[src/rtl/sbox_sched.sv]
// sbox_sched: schedules state (16 B) and key-word (4 B) SubBytes jobs
// onto one shared external S-box pipeline, one job in flight at a time.
module sbox_sched #(
  parameter int SBOX_LAT = 2
) (
  input  logic         clk_in,
  input  logic         rst_in,
  input  logic         st_valid_in,
  output logic         st_ready_out,
  input  logic [127:0] st_in,
  output logic         st_valid_out,
  output logic [127:0] st_out,
  input  logic         kw_valid_in,
  output logic         kw_ready_out,
  input  logic [31:0]  kw_in,
  output logic         kw_valid_out,
  output logic [31:0]  kw_out,
  output logic [7:0]   sbox_x_out,
  output logic         sbox_x_valid_out,
  input  logic [7:0]   sbox_y_in,
  output logic         busy_out
);

  typedef enum logic [1:0] {
    IDLE,
    ISSUE,
    WAIT,
    DONE
  } state_t;

  state_t              state;
  logic [127:0]        job;
  logic [127:0]        res;
  logic [127:0]        fin;
  logic                is_key;
  logic                last_key;
  logic [3:0]          iidx;
  logic [3:0]          ridx;
  logic [3:0]          last;
  logic [SBOX_LAT-1:0] vsr;
  logic                idle;
  logic                st_go;
  logic                kw_go;
  logic                ret;

  // Round-robin grant; the loser of a tie sees ready low.
  assign idle         = (state == IDLE) && !rst_in;
  assign st_ready_out = idle && (!kw_valid_in || last_key);
  assign kw_ready_out = idle && (!st_valid_in || !last_key);
  assign st_go        = st_valid_in && st_ready_out;
  assign kw_go        = kw_valid_in && kw_ready_out;

  assign last     = is_key ? 4'd3 : 4'd15;
  assign ret      = vsr[SBOX_LAT-1];
  assign busy_out = (state != IDLE);

  assign sbox_x_valid_out = (state == ISSUE);
  assign sbox_x_out = sbox_x_valid_out ?
                      job[{iidx, 3'b000} +: 8] : 8'h00;

  // Result vector with the byte returning this cycle merged in.
  always_comb begin
    fin = res;
    fin[{ridx, 3'b000} +: 8] = sbox_y_in;
  end

  // Return tracker: marks which cycles carry a live S-box result.
  always_ff @(posedge clk_in) begin
    if (rst_in) begin
      vsr <= '0;
    end else begin
      vsr[0] <= sbox_x_valid_out;
      for (int i = 1; i < SBOX_LAT; i++) begin
        vsr[i] <= vsr[i-1];
      end
    end
  end

  // Job FSM: accept, issue bytes, collect returns, pulse result.
  always_ff @(posedge clk_in) begin
    if (rst_in) begin
      state        <= IDLE;
      job          <= '0;
      res          <= '0;
      is_key       <= 1'b0;
      last_key     <= 1'b0;
      iidx         <= '0;
      ridx         <= '0;
      st_valid_out <= 1'b0;
      kw_valid_out <= 1'b0;
      st_out       <= '0;
      kw_out       <= '0;
    end else begin
      st_valid_out <= 1'b0;
      kw_valid_out <= 1'b0;
      if (ret) begin
        res[{ridx, 3'b000} +: 8] <= sbox_y_in;
        ridx <= ridx + 4'd1;
      end
      unique case (state)
        IDLE: begin
          if (st_go || kw_go) begin
            is_key   <= kw_go;
            last_key <= kw_go;
            job      <= kw_go ? {96'b0, kw_in} : st_in;
            iidx     <= '0;
            ridx     <= '0;
            state    <= ISSUE;
          end
        end
        ISSUE: begin
          if (iidx == last) begin
            state <= WAIT;
          end else begin
            iidx <= iidx + 4'd1;
          end
        end
        WAIT: begin
          if (ret && (ridx == last)) begin
            state <= DONE;
            if (is_key) begin
              kw_valid_out <= 1'b1;
              kw_out       <= fin[31:0];
            end else begin
              st_valid_out <= 1'b1;
              st_out       <= fin;
            end
          end
        end
        DONE: begin
          state <= IDLE;
        end
        default: state <= IDLE;
      endcase
    end
  end

endmodule

[config.mk]
export PLATFORM = sky130hd
export DESIGN_NAME = sbox_sched
export DESIGN_NICKNAME = d
export VERILOG_FILES = /design/src/rtl/sbox_sched.sv
export SDC_FILE = /design/constraint.sdc
export NUM_CORES = 1
export LEC_CHECK = 0
export BUFFER_PORTS_ARGS = -buffer_cell sky130_fd_sc_hd__buf_2
export CAP_MARGIN = 0
export CORE_ASPECT_RATIO = 0.5
export CORE_MARGIN = 3
export CORE_UTILIZATION = 55
export CTS_CLUSTER_DIAMETER = 120
export DETAILED_ROUTE_END_ITERATION = 7
export PLACE_DENSITY = 0.79
export SYNTH_ARGS = -nofsm -noshare
export SYNTH_HDL_FRONTEND = slang
export SYNTH_SLANG_ARGS = --single-unit
[constraint.sdc]
create_clock -name clk_in -period 3.23 [get_ports clk_in]
set_clock_uncertainty 0.2 [all_clocks]
set_input_delay 0.323 -clock clk_in [delete_from_list [all_inputs] [get_ports clk_in]]
set_output_delay 0.323 -clock clk_in [all_outputs]
set_load 0.02 [all_outputs]
### Yosys cells after proc, flatten, opt, wreduce, memory -nomap -nowiden

Cells that the tools add are included.

| operators by class | value |
|---|---|
| add/sub/neg operators | 3 |
| equality and inequality tests | 9 |
| shift-type cells | 3 |
| multiplexer cells | 16 |
| bitwise operators | 3 |
| reduce and logical (&&, ||, !) cells | 22 |

Operators by type and width:

| kind | number |
|---|---|
| $bwmux 128 | 1 |
| $mux 128 | 1 |
| $shift 8x9->128 const A | 1 |
| $shiftx 128x8->8 | 1 |
| $shiftx 8x9->128 | 1 |
| $mux 4 | 6 |
| $reduce_and 3->1 | 4 |
| $neg 7->9 | 1 |
| $add 4x1->4 const B | 2 |
| $eq 4x4->1 | 2 |
| $mux 8 | 1 |
| $pmux 2 s4 | 1 |
| $pmux 4 s2 | 1 |
| $logic_and 1x1->1 | 6 |
| $mux 2 | 3 |
| $eq 2x2->1 const B | 2 |
| $logic_not 1->1 | 4 |
| $ne 2x1->1 const B | 2 |
| $ne 2x2->1 const B | 2 |
| $reduce_bool 2->1 | 2 |
| $logic_or 1x1->1 | 3 |
| $not 1->1 | 3 |
| $reduce_or 3->1 | 1 |
| $eq 2x1->1 const B | 1 |
| 3 further kinds | 4 |

| word-level totals | value |
|---|---|
| register bits after elaboration | 431 |
| input bits | 172 |
| output and inout bits | 174 |
| logic and storage cells | 67 |

### Logic depth before layout (Yosys ltp)

Gate-level depths: netlist of the first run.

| depth | value |
|---|---|
| depth after elaboration | 7 |
| depth in mapped cells | 11 |
| gate-level depth less buffers | 6 |

### Worst setup path after synthesis of the first run

Ideal clock, no wire load.

| timing path | value |
|---|---|
| kind | register to register |
| start point | register ridx[0] |
| end point | register res[46] |
| library setup time | 0.132 ns |
| data arrival time | 2.234 ns |
| required time | 2.898 ns |
| path slack | 0.664 ns |
| cell stages (with the launch flop) | 12 |
| path buffers | 5 |
| clock period less this slack | 2.566 ns |
| path through | dfxtp_1 > buf_6 > buf_2 > inv_1 > ha_1 > buf_4 > buf_6 > nor3b_4 > a31oi_2 > clkbuf_1 > o21ai_0 > a21oi_1 |

| between the ends | value |
|---|---|
| cells in the longest elaborated chain, start to end | 3 |
| elaborated cells between the ends (all ways) | 4 |
| classes of those cells | add/sub (1); shift (2); mux (1) |

RTL lines:

| element | line | RTL |
|---|---|---|
| from (decl) | 38 | `logic [3:0] ridx;` |
| from (signal assigned) | 98 | `ridx <= ridx + 4'd1;` |
| $neg 7->9 * | 97 | `res[{ridx, 3'b000} +: 8] <= sbox_y_in;` |
| $shiftx 8x9->128 / $shift 8x9->128 (equally long branches) | 97 |  |
| $bwmux 128 * | 97 |  |
| to (signal, indexed assignment) | 97 |  |
| to (decl) | 33 | `logic [127:0] res;` |

Every way passes the cells marked *; elsewhere a longest branch is shown, timed or not.
A chain may end at the register's enable or synchronous reset.

### Worst setup path after layout of the first run

| timing path | value |
|---|---|
| start point | register iidx[1] |
| end point | output sbox_x_out[6] |

| between the ends | value |
|---|---|
| cells in the longest elaborated chain, start to end | 2 |

RTL lines:

| element | line | RTL |
|---|---|---|
| from (decl) | 37 | `logic [3:0] iidx;` |
| from (signal assigned) | 115 | `iidx <= iidx + 4'd1;` |
| $shiftx 128x8->8 | 59 | `job[{iidx, 3'b000} +: 8] : 8'h00;` |
| $mux 8 | 58 | `assign sbox_x_out = sbox_x_valid_out ?` |
| to (decl) | 18 | `output logic [7:0] sbox_x_out,` |

Every way passes these cells.

==> key figures, run 1 <==
Placement
  – Placed Instance Area: 0.01996 mm2
  – Post-DP HPWL: 33.82 mm
  – Port bufs: 345
  – Gpl congestion: 0.8484
  – Worst slack, placed: 397.2 ps

Die
  – Num rows: 46
  – Die height: 134.3 um
  – Width of the die: 262.6 um
  – I/O Pins: 346
  – Core ar.: 0.03206 mm2
  – Die area: 0.03526 mm2
  – Starting Density: 56.47%

Yosys
  – Post-synthesis cell count: 1778
  – Sequential fraction of the synthesis area: 47.66%
  – YS warnings: 0
  – Post-synth top flop: dfxtp_1
  – Ys async rst share: 0%
  – Net Count, Synth: 1958
  – Synth unique cells: 80
  – Post-synth EDFFs: 0
  – Seq cells post-synth: 431
  – Mapped cell area: 0.01810 mm2
  – Average size of a mapped cell: 10.18 um2

STA
  – Final setup margin: 153.5 ps
  – Setup_tns: 0 ps
  – Hold slack: 113.7 ps
  – Worst slew pin tran: 1015 ps
  – Final worst-path cycle share: 95.25%
  – Final Hold Fails: 0
  – Minimum clock period: 3077 ps
  – Slew Limit Fails: 0
  – Final setup violation count: 0
  – Fmax: 325.0 MHz
  – Max-slew headroom: 31.38%
  – RSZ-0062 raised after global routing: no

Min path
  – HP Start: sbox_y_in[0]
  – Hold Path Class: input port to flip-flop

Finish
  – P&R area growth vs syn: 26.51%
  – Reg area: 0.008633 mm2
  – Multi-input gate area: 0.008656 mm2
  – Final-stage net count: 2362
  – Fill cell count: 2179
  – Post-route cell area: 0.02290 mm2
  – Final core occ: 71.43%
  – Share of cells above drive strength 1: 23.61%

Clock network
  – CTS max path bufs: 3
  – Root Driver: clkbuf_16
  – Clk sinks: 431
  – CTS tree: yes
  – Num CTS Buffers: 38
  – Worst-Skew Late Latency: 540 ps
  – Reg clk slew, reported paths: 70 ps
  – H-tree depth: 2

Global routing
  – Vias in the first global route: 15939
  – GR Overflow Total: 0
  – First-pass GRT wire length: 88.94 mm
  – Largest net degree at the start of global routing: 180
  – Overall routing resource usage: 31.16%
  – Antenna violations before repair: 3

Worst setup path
  – CP Capture Type: primary output
  – Worst setup SP type: flip-flop
  – Critical Path RT: 2710 ps
  – Reg-to-Reg Start: state[0]
  – Crit path DAT: 2550 ps
  – Setup CP Type: flip-flop to primary output
  – CP startpoint: iidx[1]
  – CP max FO: 17

Job
  – Maxcap violations: 0

Drt
  – DR WL/cell: 21.58 um
  – Residual DRC count: 0
  – Remaining antenna violation count: 0
  – DRT iter0 DRCs: 1685
  – Vias post-DR: 16151
  – DR pass1 iterations: 7
  – Post-DR vias/cell: 6.106
  – WL final: 57.08 mm

Outcome
  – Status: finished clean

Pwr
  – Worst VDD drop: 0.4270 mV
  – Leakage Power: 9.525 nW
  – Pwr per Cell Area: 559.0 mW/mm2
## cells by family (layout without fill, tap and decap cells)
group,Yosys count,after routing,share of synthesized area [%]
compound gates,440,440,19.28
xor+xnor,3,3,0.1452
fa+ha+maj,8,8,0.5530
buf+inv,182,615,4.742
flops,431,431,47.66
mux,218,218,14.27
other cells,0,2,0
simple gates,496,496,13.35
## state kept, by name, summed over array words and instances (netlist names)
name / flops
iidx: 4
last_key: 1
st_valid_out: 1
ridx: 4
job: 128
vsr: 2
kw_out: 32
kw_valid_out: 1
res: 128
st_out: 128
state: 2
## cells in the final DEF (no fill, tap or decap), types with 4 or more instances in the layout
master and instances:
inv_1 9, and2_1 11, buf_2 344, clkbuf_16 39, bufinv_16 6, nand2_1 96
buf_12 11, and3_1 12, dfxtp_1 429, a311oi_1 16, dlygate4sd3_1 161, a211oi_2 4
a2111oi_2 14, a22o_1 96, nand3_1 17, ha_1 8, nor3_1 9, o21bai_1 17
clkbuf_8 5, buf_4 19, a222oi_1 18, nor4_1 17, clkbuf_1 14, o21ai_0 52
nand2b_1 55, o22ai_1 8, nor2_1 218, a211oi_1 102, a21oi_1 62, mux4_2 32
a22oi_1 14, mux2i_1 186, nor2b_1 24
## critical path, stage by stage, from the launching register on
cell	delay, ps
dfxtp_1	700
buf_4	410
mux4_2	370
mux2i_1	220
o22ai_1	120
buf_2	200
## power by group
part / internal (mW) / leakage (nW) / switching, mW
Clock: 2.84 / 0.638 / 2.06
Sequential: 5.60 / 3.49 / 0.259
Combinational: 0.949 / 5.40 / 1.10
Total: 9.39 / 9.53 / 3.41
## layer usage
layer  wire length, um  up-vias  GRT usage [%]
li1                  -     7286              -
met4              2531        2          12.81
met1             23120     7733          40.05
met5                18        -              0
met2             26260      926          51.37
met3              5150      204          6.891
## path summary, 6_finish.rpt
kind	slack [ps]	cells past startpoint	end
hold / removal	110	3	res[64]
setup reg to reg	290	7	job[15]
hold reg to reg	240	1	vsr[1]
setup / recovery	150	5	sbox_x_out[6]
## cells in the mapped netlist, types with 3 or more instances
| cell | count | area, um2 |
|---|---|---|
| buf_2 | 41 | 205.2 |
| buf_4 | 8 | 60.06 |
| and3_1 | 14 | 87.58 |
| clkbuf_1 | 106 | 397.9 |
| o21bai_1 | 17 | 127.6 |
| mux2i_1 | 186 | 1862 |
| buf_1 | 6 | 22.52 |
| a22oi_1 | 14 | 105.1 |
| a22o_1 | 96 | 840.8 |
| inv_1 | 9 | 33.78 |
| or2_2 | 3 | 18.77 |
| nor4_1 | 17 | 106.4 |
| nand3_1 | 18 | 90.09 |
| nor2b_1 | 24 | 150.1 |
| nor2_1 | 218 | 818.3 |
| o21ai_0 | 52 | 260.3 |
| nand2b_1 | 55 | 344.1 |
| a222oi_1 | 18 | 180.2 |
| buf_6 | 9 | 101.4 |
| nor3_1 | 9 | 45.04 |
| dfxtp_1 | 431 | 8628 |
| nand2_1 | 97 | 364.1 |
| a21oi_1 | 62 | 310.3 |
| a311oi_1 | 16 | 140.1 |
| o21ai_4 | 3 | 48.80 |
| a211oi_2 | 4 | 50.05 |
| and2_1 | 11 | 68.82 |
| a2111oi_2 | 14 | 210.2 |
| ha_1 | 8 | 100.1 |
| mux4_2 | 32 | 720.7 |
| a211oi_1 | 103 | 773.2 |
| o21ai_1 | 3 | 15.01 |
| o22ai_1 | 8 | 50.05 |
## layout make-up
| cell class | instances | area share (%) |
|---|---|---|
| clock buffer | 58 | 4.792 |
| sequential | 431 | 37.70 |
| antenna | 2 | 0.02185 |
| inverter | 9 | 0.1475 |
| clock inverter | 11 | 0.9288 |
| multi-input combinational | 1165 | 37.80 |
| tap | 432 | 2.360 |
| timing repair buffer | 537 | 16.25 |
## timing repair
item,4_1_cts,5_1_grt
gates cloned,0,0
hold buffers,161,0
endpoints found under the hold margin,130,0
gates resized for setup,1,3
setup buffers,0,0
endpoints found under the setup margin,8,12
## per-stage QoR
stage,power [mW],instances
after floorplan,7.038,1778
after global placement,7.541,2413
after detailed placement,7.572,2413
after CTS,12.67,2643
after global routing,13.19,2644
final,12.80,2645
(Power assumes the default switching activity.)
==> run 2: changes to the inputs <==
--- a/config.mk
+++ b/config.mk
@@ -7,12 +7,13 @@
 export LEC_CHECK = 0
 export BUFFER_PORTS_ARGS = -buffer_cell sky130_fd_sc_hd__buf_2
 export CAP_MARGIN = 0
-export CORE_ASPECT_RATIO = 0.5
 export CORE_MARGIN = 3
 export CORE_UTILIZATION = 55
 export CTS_CLUSTER_DIAMETER = 120
 export DETAILED_ROUTE_END_ITERATION = 7
+export GPL_TIMING_DRIVEN = 0
 export PLACE_DENSITY = 0.79
+export REMOVE_ABC_BUFFERS = 1
 export SYNTH_ARGS = -nofsm -noshare
 export SYNTH_HDL_FRONTEND = slang
 export SYNTH_SLANG_ARGS = --single-unit
==> run 2 against run 1 <==
Net effect: the flow now finishes with violations (negative setup slack); fmax shrank 7.4%; setup slack lost 250 ps; global-route usage grew 3.8 points; critical path depth shrank 1; worst hold slack lost 45 ps; non-clock buffer count shrank 11; wire length grew 13%; die area shrank 0.37%; clock-buffer cell count grew 7; first-iteration DRC count grew 18%; sequential cell count is the same; highest routed layer is now met4.
==> key figures, run 2 (synthesis results as in run 1) <==
Finish
  – Final core occ: 72.48%
  – Commonest non-fill, non-tap cell in the layout: dfxtp_1
  – Share of cells above drive strength 1: 24.16%
  – P&R area growth vs syn: 27.97%
  – Commonest non-fill, non-tap cells in the layout: 423 x dfxtp_1, 344 x buf_2, 218 x nor2_1
  – Top flop regs: job x128, res x128, st_out x128
  – Final-stage net count: 2358

Die
  – Die area: 0.03513 mm2
  – Core ar.: 0.03196 mm2
  – Width of the die: 187.4 um
  – Num rows: 65
  – I/O Pins: 346
  – Die height: 187.4 um
  – Starting Density: 56.64%

Pwr
  – Worst VDD drop: 0.4772 mV
  – Leakage Power: 9.611 nW
  – Pwr per Cell Area: 569.1 mW/mm2
  – Total Power: 13.18 mW

Worst setup path
  – Worst setup SP type: flip-flop
  – CP Capture Type: primary output
  – CP max FO: 20
  – Critical Path RT: 2710 ps
  – Setup CP Type: flip-flop to primary output
  – Crit path DAT: 2800 ps

STA
  – Setup_tns: -93.69 ps
  – Max-slew headroom: 30.32%
  – Final setup violation count: 1
  – Fmax: 300.9 MHz
  – Worst slew pin tran: 1030 ps
  – Final Hold Fails: 0
  – Final setup margin: -93.69 ps
  – Minimum clock period: 3324 ps
  – Final worst-path cycle share: 102.9%
  – Slew Limit Fails: 0

Drt
  – Remaining antenna violation count: 0
  – DR pass1 iterations: 8
  – Residual DRC count: 0
  – Post-DR vias/cell: 6.371
  – Vias post-DR: 16960
  – WL final: 64.31 mm
  – DRT iter0 DRCs: 1987
  – DR WL/cell: 24.16 um

Clock network
  – H-tree depth: 2
  – Reg clk slew, reported paths: 60 ps
  – CTS tree: yes
  – Worst-Skew Late Latency: 530 ps
  – CTS max path bufs: 3
  – Root Driver: clkbuf_16
  – Num CTS Buffers: 44
  – Clk sinks: 431

Global routing
  – Overall routing resource usage: 34.97%
  – Largest net degree at the start of global routing: 141
  – GR Overflow Total: 0
  – First-pass GRT wire length: 97.56 mm
  – Vias in the first global route: 17081
  – Antenna violations before repair: 13

Job
  – Maxcap violations: 0

Placement
  – Post-DP HPWL: 33.35 mm
  – Port bufs: 345
  – Worst slack, placed: -699.4 ps
  – Gpl congestion: 0.8471

Outcome
  – Failing checks: negative setup slack
  – Status: finished, violations left

Min path
  – Hold Path Class: input port to flip-flop
[run 2: cell types whose count changed in the layout (fill, tap and decap cells not counted), moves of 3 or more]
| cell | previous run | this run |
|---|---|---|
| clkbuf_8 | 5 | 11 |
| clkbuf_1 | 14 | 9 |
| clkinv_2 | 3 | 9 |
| dfxtp_4 | 1 | 4 |
| diode_2 | 2 | 17 |
| buf_16 | 0 | 10 |
| buf_4 | 19 | 0 |
| clkbuf_16 | 39 | 45 |
| dlygate4sd3_1 | 161 | 165 |
| dfxtp_2 | 1 | 4 |
| buf_8 | 1 | 5 |
| bufinv_16 | 6 | 2 |
| dfxtp_1 | 429 | 423 |
| buf_12 | 11 | 2 |
[run 2: report_power, final]
| part | internal [mW] | switching (mW) |
|---|---|---|
| clock | 2.97 | 2.16 |
| sequential | 5.60 | 0.309 |
| combinational | 0.934 | 1.21 |
| total | 9.51 | 3.68 |
[run 2: stage by stage]
stage | instance area (um2) | hold slack [ps] | instances
4_1_cts | 23090 | 41.42 | 2645
3_5_place_dp | 19990 | 227.7 | 2401
5_1_grt | 23160 | 89.22 | 2658
2_1_floorplan | 17280 | 187.6 | 1605
6_report | 23170 | 68.35 | 2662
3_3_place_gp | 19550 | 230.0 | 2385
[run 2: worst max-delay path, stage by stage, from the launching register on]
cell     delay (ps)
dfxtp_4         620
mux4_2          670
mux2i_1         460
o22ai_1         280
buf_2           240
[run 2: routing by layer]
layer | vias up | track usage [%] | wire length (um)
met3 | 444 | 8.846 | 6165
met5 | - | 0 | 0
met4 | 0 | 26.29 | 5679
li1 | 7290 | - | -
met1 | 8032 | 40.22 | 22980
met2 | 1194 | 56.27 | 29480
[run 2: timing repair]
action                     CTS  global route
hold endpoints to repair   139             0
cloned                       1             0
setup buffers                0             0
setup endpoints to repair  195            85
pin swaps                    1             0
gates resized for setup      6             9
hold buffers               165             0
[run 2: cell type report]
type	instances	area, um2
repair buffers	526	3764
inverters	9	33.78
clock buffers	65	1311
multi-input cells	1166	8701
diodes	17	42.54
fillers	2137	8796
well taps	435	544.3
flip-flops and latches	431	8648
clock inverters	13	121.4
[run 2: worst paths after layout]
check / start / to / slack (ps) / cells past startpoint
max: iidx[0] / sbox_x_out[2] / -90 / 4
min: rst_in / st_out[108] / 70 / 3
max reg2reg: state[1] / job[10] / 50 / 8
min reg2reg: vsr[0] / vsr[1] / 250 / 1
